[src/rtl/tcu_priv_irq_ctrl_pkg.sv]
// rtl/tcu_priv_irq_ctrl_pkg.sv - shared TCU defines: interrupt source indices and controller FSM encodings
package tcu_priv_irq_ctrl_pkg;

    localparam int IRQ_SRC_TIMER = 0;
    localparam int IRQ_SRC_CORE  = 1;

    typedef enum logic [1:0] {
        S_IRQ_CTRL_IDLE    = 2'd0,
        S_IRQ_CTRL_ACTIVE  = 2'd1,
        S_IRQ_CTRL_HOLDOFF = 2'd2
    } irq_ctrl_state_e;

endpackage

[src/rtl/tcu_priv_irq_ctrl_prio_enc.sv]
// rtl/tcu_priv_irq_ctrl_prio_enc.sv - fixed-priority encoder, lowest set index wins
module tcu_prio_enc #(
    parameter int N     = 2,
    parameter int IDX_W = 1
) (
    input  logic [N-1:0]     i_req,
    output logic [IDX_W-1:0] o_idx,
    output logic             o_found
);

    // Scan from the top down so the last hit written is the lowest index.
    always_comb begin
        o_idx   = '0;
        o_found = 1'b0;
        for (int i = N - 1; i >= 0; i--) begin
            if (i_req[i]) begin
                o_idx   = IDX_W'(i);
                o_found = 1'b1;
            end
        end
    end

endmodule

[src/rtl/tcu_priv_irq_ctrl.sv]
// rtl/tcu_priv_irq_ctrl.sv - privileged interrupt controller: pending latch, one-at-a-time delivery, ack holdoff
module tcu_priv_irq_ctrl
    import tcu_priv_irq_ctrl_pkg::*;
#(
    parameter int NUM_SRC      = 2,
    parameter int SRC_IDX_SIZE = 1
) (
    input  logic                    clk_i,
    input  logic                    reset_i,
    input  logic [NUM_SRC-1:0]      src_irq_valid_i,
    output logic [NUM_SRC-1:0]      src_irq_stall_o,
    input  logic [NUM_SRC-1:0]      irq_enable_i,
    output logic                    core_irq_o,
    output logic [SRC_IDX_SIZE-1:0] core_irq_cause_o,
    input  logic                    core_irq_ack_i,
    output logic [NUM_SRC-1:0]      irq_pending_o
);

    irq_ctrl_state_e         r_state;
    logic [NUM_SRC-1:0]      r_pending;
    logic [SRC_IDX_SIZE-1:0] r_cause;

    logic [NUM_SRC-1:0]      w_accept;
    logic [NUM_SRC-1:0]      w_clear;
    logic [SRC_IDX_SIZE-1:0] w_sel_idx;
    logic                    w_sel_found;
    logic                    w_ack_taken;

    assign w_accept    = src_irq_valid_i & ~r_pending;
    assign w_ack_taken = (r_state == S_IRQ_CTRL_ACTIVE) && core_irq_ack_i;

    always_comb begin
        w_clear = '0;
        for (int i = 0; i < NUM_SRC; i++) begin
            w_clear[i] = w_ack_taken && (r_cause == SRC_IDX_SIZE'(i));
        end
    end

    tcu_prio_enc #(
        .N     (NUM_SRC),
        .IDX_W (SRC_IDX_SIZE)
    ) u_prio_enc (
        .i_req   (r_pending & irq_enable_i),
        .o_idx   (w_sel_idx),
        .o_found (w_sel_found)
    );

    // A source's own request in its ack cycle is blocked by the still-set pending bit,
    // so clear and set never target the same bit in one update.
    always_ff @(posedge clk_i) begin
        if (reset_i) begin
            r_state   <= S_IRQ_CTRL_IDLE;
            r_pending <= '0;
            r_cause   <= '0;
        end else begin
            r_pending <= (r_pending & ~w_clear) | w_accept;
            case (r_state)
                S_IRQ_CTRL_IDLE: begin
                    if (w_sel_found) begin
                        r_state <= S_IRQ_CTRL_ACTIVE;
                        r_cause <= w_sel_idx;
                    end
                end
                S_IRQ_CTRL_ACTIVE: begin
                    if (core_irq_ack_i) begin
                        r_state <= S_IRQ_CTRL_HOLDOFF;
                    end
                end
                S_IRQ_CTRL_HOLDOFF: r_state <= S_IRQ_CTRL_IDLE;
                default:            r_state <= S_IRQ_CTRL_IDLE;
            endcase
        end
    end

    assign src_irq_stall_o  = r_pending;
    assign irq_pending_o    = r_pending;
    assign core_irq_o       = (r_state == S_IRQ_CTRL_ACTIVE);
    assign core_irq_cause_o = r_cause;

endmodule

[config.mk]
export PLATFORM = sky130hd
export DESIGN_NAME = tcu_priv_irq_ctrl
export DESIGN_NICKNAME = d
export VERILOG_FILES = /design/src/rtl/tcu_priv_irq_ctrl_pkg.sv /design/src/rtl/tcu_priv_irq_ctrl_prio_enc.sv /design/src/rtl/tcu_priv_irq_ctrl.sv
export SDC_FILE = /design/constraint.sdc
export NUM_CORES = 1
export LEC_CHECK = 0
export ABC_CLOCK_PERIOD_IN_PS = 2000
export BUFFER_PORTS_ARGS = -buffer_cell sky130_fd_sc_hd__buf_2
export CORE_AREA = 3 3 40 42
export CTS_CLUSTER_DIAMETER = 60
export DETAILED_ROUTE_END_ITERATION = 8
export DIE_AREA = 0 0 43 45
export GPL_ROUTABILITY_DRIVEN = 1
export PLACE_DENSITY_LB_ADDON = 0.2
export SYNTH_ARGS = -nofsm -noshare
export SYNTH_HDL_FRONTEND = slang
export SYNTH_SLANG_ARGS = --single-unit
[constraint.sdc]
create_clock -name clk_i -period 2 [get_ports clk_i]
set_clock_uncertainty 0.1 [all_clocks]
set_input_delay 0.1 -clock clk_i [delete_from_list [all_inputs] [get_ports clk_i]]
set_output_delay 0.1 -clock clk_i [all_outputs]
set_load 0.05 [all_outputs]
==> results of run 1 <==
-- how the worst min path moves through the flow --
stage                       start                to  slack (ps)
4_1_cts        src_irq_valid_i[0]  irq_pending_o[0]          50
2_1_floorplan             reset_i        r_state[1]          70
3_3_place_gp       core_irq_ack_i        r_state[0]         220
6_report       src_irq_valid_i[0]  irq_pending_o[0]          50
5_1_grt        src_irq_valid_i[0]  irq_pending_o[0]          50
3_5_place_dp       core_irq_ack_i        r_state[0]         220
-- flip-flops by register name (all words and copies together) (netlist names) --
register	cells
irq_pending_o	2
r_state	2
core_irq_cause_o	1
-- power by group --
| part | switching [mW] | leakage (nW) | internal, mW |
|---|---|---|---|
| registers | 0.00948 | 0.0413 | 0.107 |
| logic | 0.0471 | 0.0986 | 0.0261 |
| clock network | 0.0446 | 0.0150 | 0.0756 |
-- worst register-to-register path, stage by stage (launching register included) --
cell           delay (ps)
dfxtp_1               420
a221oi_2              100
a2111oi_1             360
dlygate4sd3_1         590
-- cell type report --
| type | count | area, sq um | share of cell area (%) |
|---|---|---|---|
| well taps | 15 | 18.8 | 5.49 |
| flip-flops and latches | 5 | 100 | 29.3 |
| clock buffers | 4 | 26.3 | 7.69 |
| repair buffers | 15 | 90.1 | 26.4 |
| multi-input cells | 12 | 103 | 30.0 |
| inverters | 1 | 3.75 | 1.10 |
-- layer usage --
metal / vias to the layer above / routed length [um] / global-route usage [%]
met2: 9 / 232 / 8.68
met5: - / 0 / 0
li1: 110 / - / -
met3: 0 / 51 / 3.98
met1: 100 / 253 / 6.78
met4: 0 / 0 / 3.61
-- cell usage in the layout, fill, tap and decap left out --
master          n
and4bb_1        1
dlygate4sd3_1   3
clkbuf_1        1
nand4bb_1       1
nor2b_1         2
a221oi_2        1
and3b_1         1
buf_2          12
a311oi_1        2
inv_1           1
a211oi_1        1
clkbuf_4        3
dfxtp_1         5
a2111oi_1       1
nor2_1          2
-- Yosys cell counts --
cell       n
and4bb_1   1
nand4bb_1  1
a311oi_1   2
a221oi_2   1
a211oi_1   1
nor2b_1    2
a2111oi_1  1
and3b_1    1
inv_1      1
buf_4      2
dfxtp_1    5
nor2_1     2
-- kinds of logic after synthesis --
family          after synthesis
compound gates                5
buf+inv                       3
flops                         5
simple gates                  7
==> flow_metrics.env, run 1 <==
export IMPL_outcome="complete, no violations"
export IMPL_avgSynthCellArea_sq_um=11.1
export IMPL_pre_cts_ws_ps=907
export IMPL_setup_worst_path_end="r_state[0]"
export IMPL_hold_class="in -> reg"
export IMPL_synthAdderAreaFrac_pct=0
export IMPL_yosysWarnings=0
export IMPL_timing_final_ws_setup_ps=376
export IMPL_path_buf_inv=1
export IMPL_fin_cells=52
export IMPL_dieArea_sq_um=1940
export IMPL_slew_violations=0
export IMPL_tritoncts="yes"
export IMPL_start_kind="flip-flop"
export IMPL_io_buffers=12
export IMPL_maxCapViolCount=0
export IMPL_synth_compound_area_share_pct=22.6
export IMPL_cts_resized=0
export IMPL_ff2ff_path_depth=3
export IMPL_hold_violations=0
export IMPL_initial_utilization_pct=17.2
export IMPL_placed_area_sq_um=285
export IMPL_grt_max_degree=7
export IMPL_cp_num_cells=3
export IMPL_grt_total_usage_pct=6.09
export IMPL_r2r_slack_ps=380
export IMPL_area_growth_syn_to_layout_pct=54.2
export IMPL_r2r_end="r_state[0]"
export IMPL_synth_xor_area_share_pct=0
export IMPL_r2r_start="irq_pending_o[1]"
export IMPL_crit_start="irq_pending_o[1]"
export IMPL_antenna_left=0
export IMPL_diodes=0
export IMPL_chipWidth_um=43
export IMPL_vias=219
export IMPL_ioPinCount=13
export IMPL_synth_top_area_share_pct=45.2
export IMPL_post_route_cell_area_sq_um=342
export IMPL_dpl_cell_count=45
export IMPL_synth_area_sq_um=221
export IMPL_final_util_pct=26.6
export IMPL_crit_family="buffers and inverters"
export IMPL_htree_levels=1
export IMPL_rows=13
export IMPL_synth_simple_area_share_pct=23.7
export IMPL_worstMarginPinSlew_ps=306
export IMPL_fmax_mhz=616
export IMPL_crit_type="reg -> reg"
export IMPL_synth_top_family_by_area="simple AND/OR/NAND/NOR gates"
export IMPL_p_total_mw=0.310
export IMPL_nets=45
export IMPL_relSlewSlack_pct=79.5
export IMPL_post_cts_buffers=0
export IMPL_rsz0062_at_grt="no"
export IMPL_ys_types=12
export IMPL_grt_pass1_vias=196
export IMPL_crit_fanout=6
export IMPL_grt_pass1_wl_um=814
export IMPL_cp_data_arrival_time_ps=1710
export IMPL_cts_buffers=3
export IMPL_core_sq_um=1280
export IMPL_synthTopCellsByArea="dfxtp_1, a311oi_1, a221oi_2"
export IMPL_critPathSlowestCell="dlygate4sd3_1"
export IMPL_setup_tns_final_ps=0
export IMPL_ys_ff_latch=5
export IMPL_routed_wl_um=537
export IMPL_fin_crit_ps=1620
export IMPL_ir_drop_uv=291
export IMPL_fillers=145
export IMPL_dieHeight_um=45
export IMPL_leakagePower_nw=0.155
export IMPL_yosysSeqAreaShare_pct=45.2
export IMPL_clock_latency_ps=240
export IMPL_via_per_inst=4.21
export IMPL_cp_required_ps=2080
export IMPL_p_per_area_nw_per_um2=908
export IMPL_setup_viol=0
export IMPL_antenna_found_initial=0
export IMPL_drtIter0Drc=1
export IMPL_gp_congestion=0.692
export IMPL_firstDrtPassIters=2
export IMPL_holdWs_ps=45.8
export IMPL_remaining_drc_errors=0
export IMPL_slowest_delay_ps=590
export IMPL_syn_nets=27
export IMPL_yosys_area_top_type="dfxtp_1"
export IMPL_final_period_utilization_pct=81.2
export IMPL_avgRoutedWirePerCell_um=10.3
export IMPL_clock_sinks=5
export IMPL_root_buffer="clkbuf_4"
export IMPL_layout_drive_gt1_share_pct=43.2
export IMPL_clk_pin_slew_ps=50
export IMPL_hold_buffers=3
export IMPL_overflow=0
export IMPL_crit_chain="a221oi_2, a2111oi_1, dlygate4sd3_1"
export IMPL_netlist_instances=20
export IMPL_ctsLongestPathBuffers=2
export IMPL_cp_end_kind="flip-flop"
export IMPL_synth_mux_area_share_pct=0
export IMPL_hold_depth=3
Power figures use the tool's default switching activity.
==> inputs of run 2 (changes only) <==
--- a/config.mk
+++ b/config.mk
@@ -5,7 +5,8 @@
 export SDC_FILE = /design/constraint.sdc
 export NUM_CORES = 1
 export LEC_CHECK = 0
-export ABC_CLOCK_PERIOD_IN_PS = 2000
+export ABC_AREA = 1
+export ABC_CLOCK_PERIOD_IN_PS = 1300
 export BUFFER_PORTS_ARGS = -buffer_cell sky130_fd_sc_hd__buf_2
 export CORE_AREA = 3 3 40 42
 export CTS_CLUSTER_DIAMETER = 60
==> constraint.sdc (replaced) <==
create_clock -name clk_i -period 1.3 [get_ports clk_i]
set_clock_uncertainty 0.1 [all_clocks]
set_input_delay 0.065 -clock clk_i [delete_from_list [all_inputs] [get_ports clk_i]]
set_output_delay 0.065 -clock clk_i [all_outputs]
set_load 0.05 [all_outputs]
==> run 2 against run 1 <==
  * Core utilization is 0.39 points higher
  * Cell area is 1.5% higher
  * Synthesized area is 6.8% higher
  * Global-route usage is 0.33 points higher
  * Largest cell class is now flip-flops and latches
==> flow_metrics.env, run 2 <==
export IMPL_layout_drive_gt1_share_pct=36.0
export IMPL_worstMarginPinSlew_ps=254
export IMPL_clk_pin_slew_ps=40
export IMPL_diodes=0
export IMPL_drtIter0Drc=2
export IMPL_gp_congestion=0.758
export IMPL_dieArea_sq_um=1940
export IMPL_io_buffers=12
export IMPL_crit_fanout=3
export IMPL_rows=13
export IMPL_via_per_inst=3.72
export IMPL_grt_pass1_wl_um=828
export IMPL_synthArstFlopShare_pct=0
export IMPL_leakagePower_nw=0.196
export IMPL_yosysMostFrequentCell="inv_1"
export IMPL_use_met2_pct=8.98
export IMPL_htree_levels=1
export IMPL_nets=58
export IMPL_hold_violations=0
export IMPL_netlist_instances=34
export IMPL_crit_type="reg -> out"
export IMPL_final_cell_mix="buf_2, inv_1, nand2_1"
export IMPL_final_common_cell="buf_2"
export IMPL_synthTopCellsByArea="dfxtp_1, inv_1, nand2_1"
export IMPL_holdWs_ps=14.8
export IMPL_r2r_slack_ps=410
export IMPL_avgRoutedWirePerCell_um=8.35
export IMPL_yosys_most_used_dff="dfxtp_1"
export IMPL_root_buffer="clkbuf_4"
export IMPL_synth_area_sq_um=236
export IMPL_firstDrtPassIters=2
export IMPL_vias=242
export IMPL_grt_max_degree=7
export IMPL_ys_ff_latch=5
export IMPL_clock_latency_ps=240
export IMPL_slew_violations=0
export IMPL_yosysWarnings=0
export IMPL_maxCapViolCount=0
export IMPL_setup_viol=0
export IMPL_cp_required_ps=1130
export IMPL_yosys_area_top_type="dfxtp_1"
export IMPL_crit_chain="inv_1, nand2_2, inv_1, buf_2"
export IMPL_clock_sinks=5
export IMPL_synth_edf_count=0
export IMPL_initial_utilization_pct=18.4
export IMPL_tritoncts="yes"
export IMPL_final_period_utilization_pct=89.1
export IMPL_synth_commonest_cells="inv_1, nand2_1, dfxtp_1"
export IMPL_yosysSeqAreaShare_pct=42.3
export IMPL_critPathSlowestCell="dfxtp_1"
export IMPL_setup_tns_final_ps=0
export IMPL_ys_types=12
export IMPL_avgSynthCellArea_sq_um=6.96
export IMPL_slowest_delay_ps=310
export IMPL_p_per_area_nw_per_um2=1330
export IMPL_ioPinCount=13
export IMPL_grt_pass1_vias=217
export IMPL_synth_top_area_share_pct=42.3
export IMPL_cts_buffers=3
export IMPL_relSlewSlack_pct=83.2
export IMPL_critPathMostFrequentCell="inv_1"
export IMPL_rsz0062_at_grt="no"
export IMPL_dieHeight_um=45
export IMPL_outcome="complete, no violations"
export IMPL_met1_usage_pct=6.04
export IMPL_fmax_mhz=863
export IMPL_fin_crit_ps=1160
export IMPL_area_growth_syn_to_layout_pct=46.6
export IMPL_cp_end_kind="output pin"
export IMPL_core_sq_um=1280
export IMPL_grt_most_used_layer="met2"
export IMPL_antenna_found_initial=0
export IMPL_overflow=0
export IMPL_antenna_left=0
export IMPL_ir_drop_uv=625
export IMPL_routed_wl_um=543
export IMPL_syn_nets=41
export IMPL_ctsLongestPathBuffers=2
export IMPL_p_total_mw=0.460
export IMPL_hold_class="in -> reg"
export IMPL_remaining_drc_errors=0
export IMPL_cp_data_arrival_time_ps=990
export IMPL_grt_total_usage_pct=6.42
export IMPL_chipWidth_um=43
export IMPL_start_kind="flip-flop"
export IMPL_met3_usage_pct=5.18
==> run 2: cell type report <==
class	instances	area, sq um
clock buffers	4	26.3
fillers	149	938
inverters	7	26.3
multi-input cells	20	95.1
flip-flops and latches	5	100
well taps	15	18.8
repair buffers	14	80.1
==> run 2: timing repair <==
item / 4_1_cts / 5_1_grt
hold buffers: 2 / 0
buffers inserted: 0 / 0
gates resized for setup: 0 / 0
hold endpoints to repair: 3 / 0
==> run 2: report_power, final <==
group,switching (mW),internal [mW]
clock,0.0598,0.116
combinational,0.0766,0.0324
sequential,0.0109,0.164
total,0.147,0.313
==> run 2: layer usage <==
metal | wire, um | vias to the layer above
li1 | - | 134
met1 | 232 | 102
met2 | 261 | 6
met3 | 49 | 0
met4 | 0 | 0
met5 | 0 | -
==> run 2: stage by stage <==
step	worst slack (ps)	instances	area, sq um	utilization (%)
2_1_floorplan	123	34	236	-
3_3_place_gp	386	59	300	23.4
3_5_place_dp	395	59	300	23.4
4_1_cts	127	65	347	27.0
5_1_grt	106	65	347	27.0
6_report	142	65	347	27.0
==> run 2: cell families (layout without fill, tap and decap cells) <==
logic type	Yosys count	in the layout	synth area share [%]
compound gates	6	6	14.3
buf+inv	9	25	17.5
flops	5	5	42.3
simple gates	14	14	25.9
==> run 2: path summary, 6_finish.rpt <==
| check | start | endpoint | cells after the start |
|---|---|---|---|
| worst max register to register | irq_pending_o[1] | r_state[0] | 4 |
| worst min-delay path | irq_enable_i[0] | core_irq_cause_o | 4 |
| worst min register to register | r_state[0] | r_state[1] | 2 |
| worst max-delay path | r_state[1] | core_irq_o | 4 |
==> run 2: critical path: cells and delay by family, from the launching register on <==
| family | cells | cell delay (ps) |
|---|---|---|
| buffers and inverters | 3 | 380 |
| DFF | 1 | 310 |
| and+or+nand+nor | 1 | 60 |
